**config.mk**
```make
export PLATFORM = sky130hd
export DESIGN_NAME = cpu_control
export DESIGN_NICKNAME = d
export VERILOG_FILES = /design/src/rtl/cpu_pkg.sv /design/src/rtl/cpu_control.sv
export SDC_FILE = /design/constraint.sdc
export NUM_CORES = 1
export LEC_CHECK = 0
export ABC_AREA = 1
export CAP_MARGIN = 10
export CELL_PAD_IN_SITES_DETAIL_PLACEMENT = 1
export CELL_PAD_IN_SITES_GLOBAL_PLACEMENT = 1
export CORE_UTILIZATION = 33
export CTS_CLUSTER_SIZE = 14
export DETAILED_ROUTE_END_ITERATION = 10
export PLACE_DENSITY = 0.83
export SETUP_SLACK_MARGIN = 0.15
export SLEW_MARGIN = 30
export SYNTH_ARGS = -nofsm -noshare
export SYNTH_HDL_FRONTEND = slang
export SYNTH_SLANG_ARGS = --single-unit
export TNS_END_PERCENT = 20
```
**constraint.sdc**
```tcl
create_clock -name _iClk -period 2.3 [get_ports _iClk]
set_input_delay 0.46 -clock _iClk [delete_from_list [all_inputs] [get_ports _iClk]]
set_output_delay 0.46 -clock _iClk [all_outputs]
set_load 0.02 [all_outputs]
```
**src/rtl/cpu_pkg.sv**
```systemverilog
// Shared types for the 8-bit accumulator CPU: alu operations, opcodes,
// sequencer states and instruction field positions.
package cpu_pkg;

    typedef enum logic [2:0] {
        Operation_ADD,
        Operation_SUB,
        Operation_NOR,
        Operation_NAND,
        Operation_XOR,
        Operation_XNOR
    } Operation;

    typedef enum logic [3:0] {
        Opcode_NOP  = 4'h0,
        Opcode_LD   = 4'h1,
        Opcode_ST   = 4'h2,
        Opcode_ADD  = 4'h3,
        Opcode_SUB  = 4'h4,
        Opcode_NOR  = 4'h5,
        Opcode_NAND = 4'h6,
        Opcode_XOR  = 4'h7,
        Opcode_XNOR = 4'h8,
        Opcode_JMP  = 4'h9,
        Opcode_JZ   = 4'hA,
        Opcode_JC   = 4'hB,
        Opcode_JN   = 4'hC,
        Opcode_CLC  = 4'hD,
        Opcode_RSVD = 4'hE,
        Opcode_HALT = 4'hF
    } Opcode;

    typedef enum logic [2:0] {
        FETCH,
        LOAD,
        DECODE,
        MEMRD,
        EXEC,
        WB,
        HALT
    } CtrlState;

    localparam int INSTR_OPC_MSB  = 15;
    localparam int INSTR_OPC_LSB  = 12;
    localparam int INSTR_M_BIT    = 11;
    localparam int INSTR_OPND_MSB = 7;
    localparam int INSTR_OPND_LSB = 0;

    function automatic logic opcode_is_alu(Opcode opc);
        return (opc >= Opcode_ADD) && (opc <= Opcode_XNOR);
    endfunction

    function automatic Operation opcode_to_operation(Opcode opc);
        case (opc)
            Opcode_SUB:  return Operation_SUB;
            Opcode_NOR:  return Operation_NOR;
            Opcode_NAND: return Operation_NAND;
            Opcode_XOR:  return Operation_XOR;
            Opcode_XNOR: return Operation_XNOR;
            default:     return Operation_ADD;
        endcase
    endfunction

endpackage

```
**src/rtl/cpu_control.sv**
```systemverilog
// Fetch/decode/execute sequencer for the 8-bit accumulator CPU; owns PC,
// accumulator, operand register and C/Z/N flags.
//
//  state  | meaning
//  FETCH  | PC on ROM address
//  LOAD   | ROM word valid, captured into IR
//  DECODE | branch/ST/CLC/NOP/HALT complete here; LD/ALU pick operand source
//  MEMRD  | RAM word valid, captured into operand register
//  EXEC   | alu enable pulse
//  WB     | accumulator and flags updated, PC advances
//  HALT   | frozen until reset
module cpu_control
    import cpu_pkg::*;
#(
    parameter int PC_WIDTH    = 8,
    parameter int DADDR_WIDTH = 8
) (
    input  logic                   _iClk,
    input  logic                   _iReset,
    output logic [PC_WIDTH-1:0]    _oPAddr,
    input  logic [15:0]            _iPData,
    output logic [DADDR_WIDTH-1:0] _oDAddr,
    output logic                   _oDWe,
    output logic [7:0]             _oDWData,
    input  logic [7:0]             _iDRData,
    output logic                   _oAluEn,
    output Operation               _oAluOp,
    output logic [7:0]             _oAluA,
    output logic [7:0]             _oAluB,
    output logic                   _oAluC,
    input  logic [7:0]             _iAluResult,
    input  logic                   _iAluCarry,
    input  logic                   _iAluZero,
    input  logic                   _iAluNeg,
    output logic [7:0]             _oAcc,
    output logic [PC_WIDTH-1:0]    _oPc,
    output logic                   _oHalted
);

    CtrlState            state;
    logic [PC_WIDTH-1:0] pc;
    logic [7:0]          acc;
    logic [15:0]         ir;
    logic [7:0]          opb;
    logic                flag_c;
    logic                flag_z;
    logic                flag_n;
    logic                alu_en_q;
    logic                dwe_q;

    Opcode               opc;
    logic [7:0]          opnd;
    logic                is_ld;
    logic                is_alu;
    logic [PC_WIDTH-1:0] pc_inc;
    logic [PC_WIDTH-1:0] target;
    logic                unused_ir;

    assign opc       = Opcode'(ir[INSTR_OPC_MSB:INSTR_OPC_LSB]);
    assign opnd      = ir[INSTR_OPND_MSB:INSTR_OPND_LSB];
    assign is_ld     = (opc == Opcode_LD);
    assign is_alu    = opcode_is_alu(opc);
    assign pc_inc    = pc + PC_WIDTH'(1);
    assign target    = PC_WIDTH'(opnd);
    assign unused_ir = ^ir[10:8];

    always_ff @(posedge _iClk) begin
        if (_iReset) begin
            state    <= FETCH;
            pc       <= '0;
            acc      <= '0;
            ir       <= '0;
            opb      <= '0;
            flag_c   <= 1'b0;
            flag_z   <= 1'b0;
            flag_n   <= 1'b0;
            alu_en_q <= 1'b0;
            dwe_q    <= 1'b0;
        end else begin
            alu_en_q <= 1'b0;
            dwe_q    <= 1'b0;
            case (state)
                FETCH: state <= LOAD;
                LOAD: begin
                    ir    <= _iPData;
                    dwe_q <= (Opcode'(_iPData[INSTR_OPC_MSB:INSTR_OPC_LSB]) == Opcode_ST);
                    state <= DECODE;
                end
                DECODE: begin
                    state <= FETCH;
                    case (opc)
                        Opcode_LD, Opcode_ADD, Opcode_SUB, Opcode_NOR,
                        Opcode_NAND, Opcode_XOR, Opcode_XNOR: begin
                            if (ir[INSTR_M_BIT]) begin
                                state <= MEMRD;
                            end else begin
                                opb      <= opnd;
                                state    <= is_ld ? WB : EXEC;
                                alu_en_q <= is_alu;
                            end
                        end
                        Opcode_JMP:  pc <= target;
                        Opcode_JZ:   pc <= flag_z ? target : pc_inc;
                        Opcode_JC:   pc <= flag_c ? target : pc_inc;
                        Opcode_JN:   pc <= flag_n ? target : pc_inc;
                        Opcode_CLC: begin
                            flag_c <= 1'b0;
                            pc     <= pc_inc;
                        end
                        Opcode_HALT: state <= HALT;
                        default:     pc <= pc_inc;
                    endcase
                end
                MEMRD: begin
                    opb      <= _iDRData;
                    state    <= is_ld ? WB : EXEC;
                    alu_en_q <= is_alu;
                end
                EXEC: state <= WB;
                WB: begin
                    if (is_ld) begin
                        acc    <= opb;
                        flag_z <= (opb == 8'h00);
                        flag_n <= opb[7];
                    end else begin
                        acc    <= _iAluResult;
                        flag_c <= _iAluCarry;
                        flag_z <= _iAluZero;
                        flag_n <= _iAluNeg;
                    end
                    pc    <= pc_inc;
                    state <= FETCH;
                end
                HALT:    state <= HALT;
                default: state <= FETCH;
            endcase
        end
    end

    // Strobes are suppressed in the cycle a reset is being applied so an
    // aborted ST never reaches the RAM.
    assign _oDWe    = dwe_q & ~_iReset;
    assign _oAluEn  = alu_en_q & ~_iReset;
    assign _oPAddr  = pc;
    assign _oPc     = pc;
    assign _oDAddr  = DADDR_WIDTH'(opnd);
    assign _oDWData = acc;
    assign _oAluOp  = opcode_to_operation(opc);
    assign _oAluA   = acc;
    assign _oAluB   = opb;
    assign _oAluC   = flag_c;
    assign _oAcc    = acc;
    assign _oHalted = (state == HALT);

endmodule

```
==> impl_results.md <==
- Number of I/O port buffers: between 90 and 100
- Total negative slack: 0 ps
- Placed cell area: around 3500 um^2
- Final worst path period share: between 90% and 100%
- Largest net degree at the start of global routing: 36
- Inserted Clock Buffers: 5
- Initial Util: 34.47%
- ANT nets after route: 0
- Clk slew on worst S/H paths: ~80 ps
- Root Buffer: clkbuf_8
- Sequential share of power: around two fifths
- Portion of total power attributed to combinational logic: about a third
- Fin cells: 547
- Sw frac: a little over a third
- DP Wirelength: about 6000 um
- Slowest-stage cell, CP: clkdlybuf4s50_1
- Sequential cell area: approximately 900 um^2
- Fin. Hold Viols: 0
- Via/cell ratio: roughly 5
- Pwr Density: approximately 650 nW/um^2
- Endpoint class of the critical path: output pin
- DR WL/cell: around 15 um
- Tot GR Track Use: 19.02%
- Req. time, crit path: ~1800 ps
- Minimum clock period: between 2000 and 2500 ps
- Drt pass-1 iters: 4
- Post-route DRC violation count: 0
- Status: finished clean
- Synth Cell Area: 2705 um^2
- Leak Pwr: ~1.6 nW
- Place WS: approximately 170 ps
- Yosys cell types: 34
- Critical Path, Cell by Cell: clkdlybuf4s50_1, nor2_1, clkdlybuf4s50_1
- Layout area overhead: 32.89%
- RSZ-0062 raised after global routing: true
- CTS Sinks: 45
- CTS max path bufs: 2
- Worst-path maximum fanout: 3
- Max Slew Vio Count: 0
- Initial DRC count: 98
- Ports: 100
- Tightest Hold Check Type: flop to flop
- Crit-path max cell delay: around 600 ps
- Yosys warnings: 0
- Post-synthesis sequential area ratio: 33.30%
- Vias in the first global route: ~2800
- Final core utilization: between 40 and 50%
- Final Routed Wirelength: ~8000 um
- CTS tree: built
- Nets: 483
- Syn avg cell area: 7.008 um^2
- Max Cap Viol: 0
- Final Power: 2.319 mW
- Slew of the pin with the lowest slew margin: 537.1 ps
- Finished Cell Area: 3595 um^2
- Most frequent cells in the layout: clkdlybuf4s50_1, nand2_1, nor2_1
- Antenna violations before repair: 0
- R2R Setup Slk: a little over 600 ps
- R2R cell count: 7
- Worst skew pair latency: 300 ps
- Clock skew: 8.125 ps
- Psw: just over 0.8 mW
- Syn nets: between 400 and 500
- First-pass GRT wire length: ~13000 um
- # setup viols final: 0
- Grt total ovfl: 0
- Vias: approximately 2700
- Mapped Cells: around 390
- Slew HR: 64.16%
- Commonest non-fill, non-tap cell in the layout: clkdlybuf4s50_1
- Filler cells: 1017
- Die area: 8564 um^2
- Share of post-route cells with drive strength above 1: about 9%
- Row cnt: 32
- Setup crit start kind: input port
- Die Y: between 90 and 100 um
- Peak VDD IR: a little under 0.3 mV
- Worst EP arrival: 1670 ps
- Area of the multi-input gates: around 1300 um^2
- Core area: between 7000 and 8000 um^2
- Setup Crit Path Kind: input port to output pin
- Pint: 1.512 mW
- Hold Slack: about 500 ps
- Hold path cells: 2
- RD Place Congestion: between 0.8 and 0.9
- Chip width: approximately 90 um
- Cell Count Post-Placement: 540
- Max Clock Freq: ~470 MHz
- Diodes inserted: 0
- Power share of the clock group: 25.5%
- H-tree depth: 2
- Final Worst Setup Slack: 167.3 ps
- Post-synthesis register bit count: 45
- Most common cell on crit path: clkdlybuf4s50_1
repair_timing:
item | 4_1_cts | 5_1_grt
setup buffers | 0 | 0
endpoints found under the setup margin | 4 | 2
resized for setup | 4 | 1
hold buffers | 0 | 0
sequential cells by signal (all words and copies together) (netlist names):
register / flops
_oAcc: 8
_oAluB: 8
_oAluC: 1
_oPAddr: 8
alu_en_q: 1
dwe_q: 1
flag_n: 1
flag_z: 1
ir: 13
state: 3
Yosys cell counts:
cell       n  area, um^2
inv_2      8       30.03
inv_1     30       112.6
nor4_1     1       6.260
o22ai_1    1       6.260
nor3_1     3       15.01
ha_1       1       12.51
nand2_1   69       259.0
nand3_2    4       40.04
a22oi_1    1       7.510
buf_1      1       3.750
mux2_4     1       15.01
o21ai_1    7       35.03
and3_1     1       6.260
xor2_1     4       35.03
buf_2      6       30.03
o211ai_1   7       52.55
o21ai_0   22       110.1
clkbuf_1   3       11.26
nand2_2    3       18.77
nor2_2     3       18.77
nand3_1   26       130.1
nand4_1    1       6.260
a31oi_1    3       18.77
clkinv_1   1       3.750
nor2_1    52       195.2
mux2_2     7       78.83
buf_4     33       247.7
a21oi_1   25       125.1
nand3b_1   9       67.56
nor3_4     1       16.27
nand3_4    2       35.03
dfxtp_1   45       900.9
xnor2_1    1       8.760
buf_6      4       45.04
per-layer routing:
| layer | share of wire (%) | track usage (%) | up-vias | wire length (um) |
|---|---|---|---|---|
| li1 | - | - | 1334 | - |
| met1 | 45 | 23.46 | 1292 | 3565 |
| met2 | 49 | 33.64 | 73 | 3947 |
| met3 | 5.6 | 4.269 | 6 | 445 |
| met4 | 0.60 | 3.906 | 0 | 48 |
| met5 | 0 | 0 | - | 0 |
cell type report:
class	count	area share, %
multi-input cells	255	36.72
well taps	102	3.550
clock inverters	2	0.9746
inverters	39	4.072
repair buffers	99	27.67
flip-flops and latches	45	25.10
clock buffers	5	1.914
worst max-delay path, delay by kind of cell:
kind | cells | cell delay [ps]
AND/OR/NAND/NOR | 1 | 140
buffers and inverters | 2 | 1060
worst paths after layout:
check | to | startpoint
worst max-delay path | _oDWe | _iReset
worst min-delay path | state[1] | ir[11]
worst max register to register | _oAluC | ir[15]
worst min register to register | state[1] | ir[11]
power groups by stage:
stage	Combinational [mW]	Sequential [mW]	Clock [mW]
floorplan	0.480	0.993	0
global placement	0.747	0.978	0
detailed placement	0.770	0.983	0
CTS	0.769	0.967	0.606
global route	0.832	0.981	0.645
finish	0.761	0.967	0.591
logic make-up (layout without fill, tap and decap cells):
kind of cell    count (synthesis)  count (layout)  share of synthesized area (%)
flops                          45              45                          33.30
mux                             8               8                          3.469
buf+inv                        86             145                          17.90
fa+ha+maj                       1               1                         0.4625
compound gates                 66              66                          13.14
xor+xnor                        5               5                          1.619
simple gates                  175             175                          30.11
(Power assumes the default switching activity.)
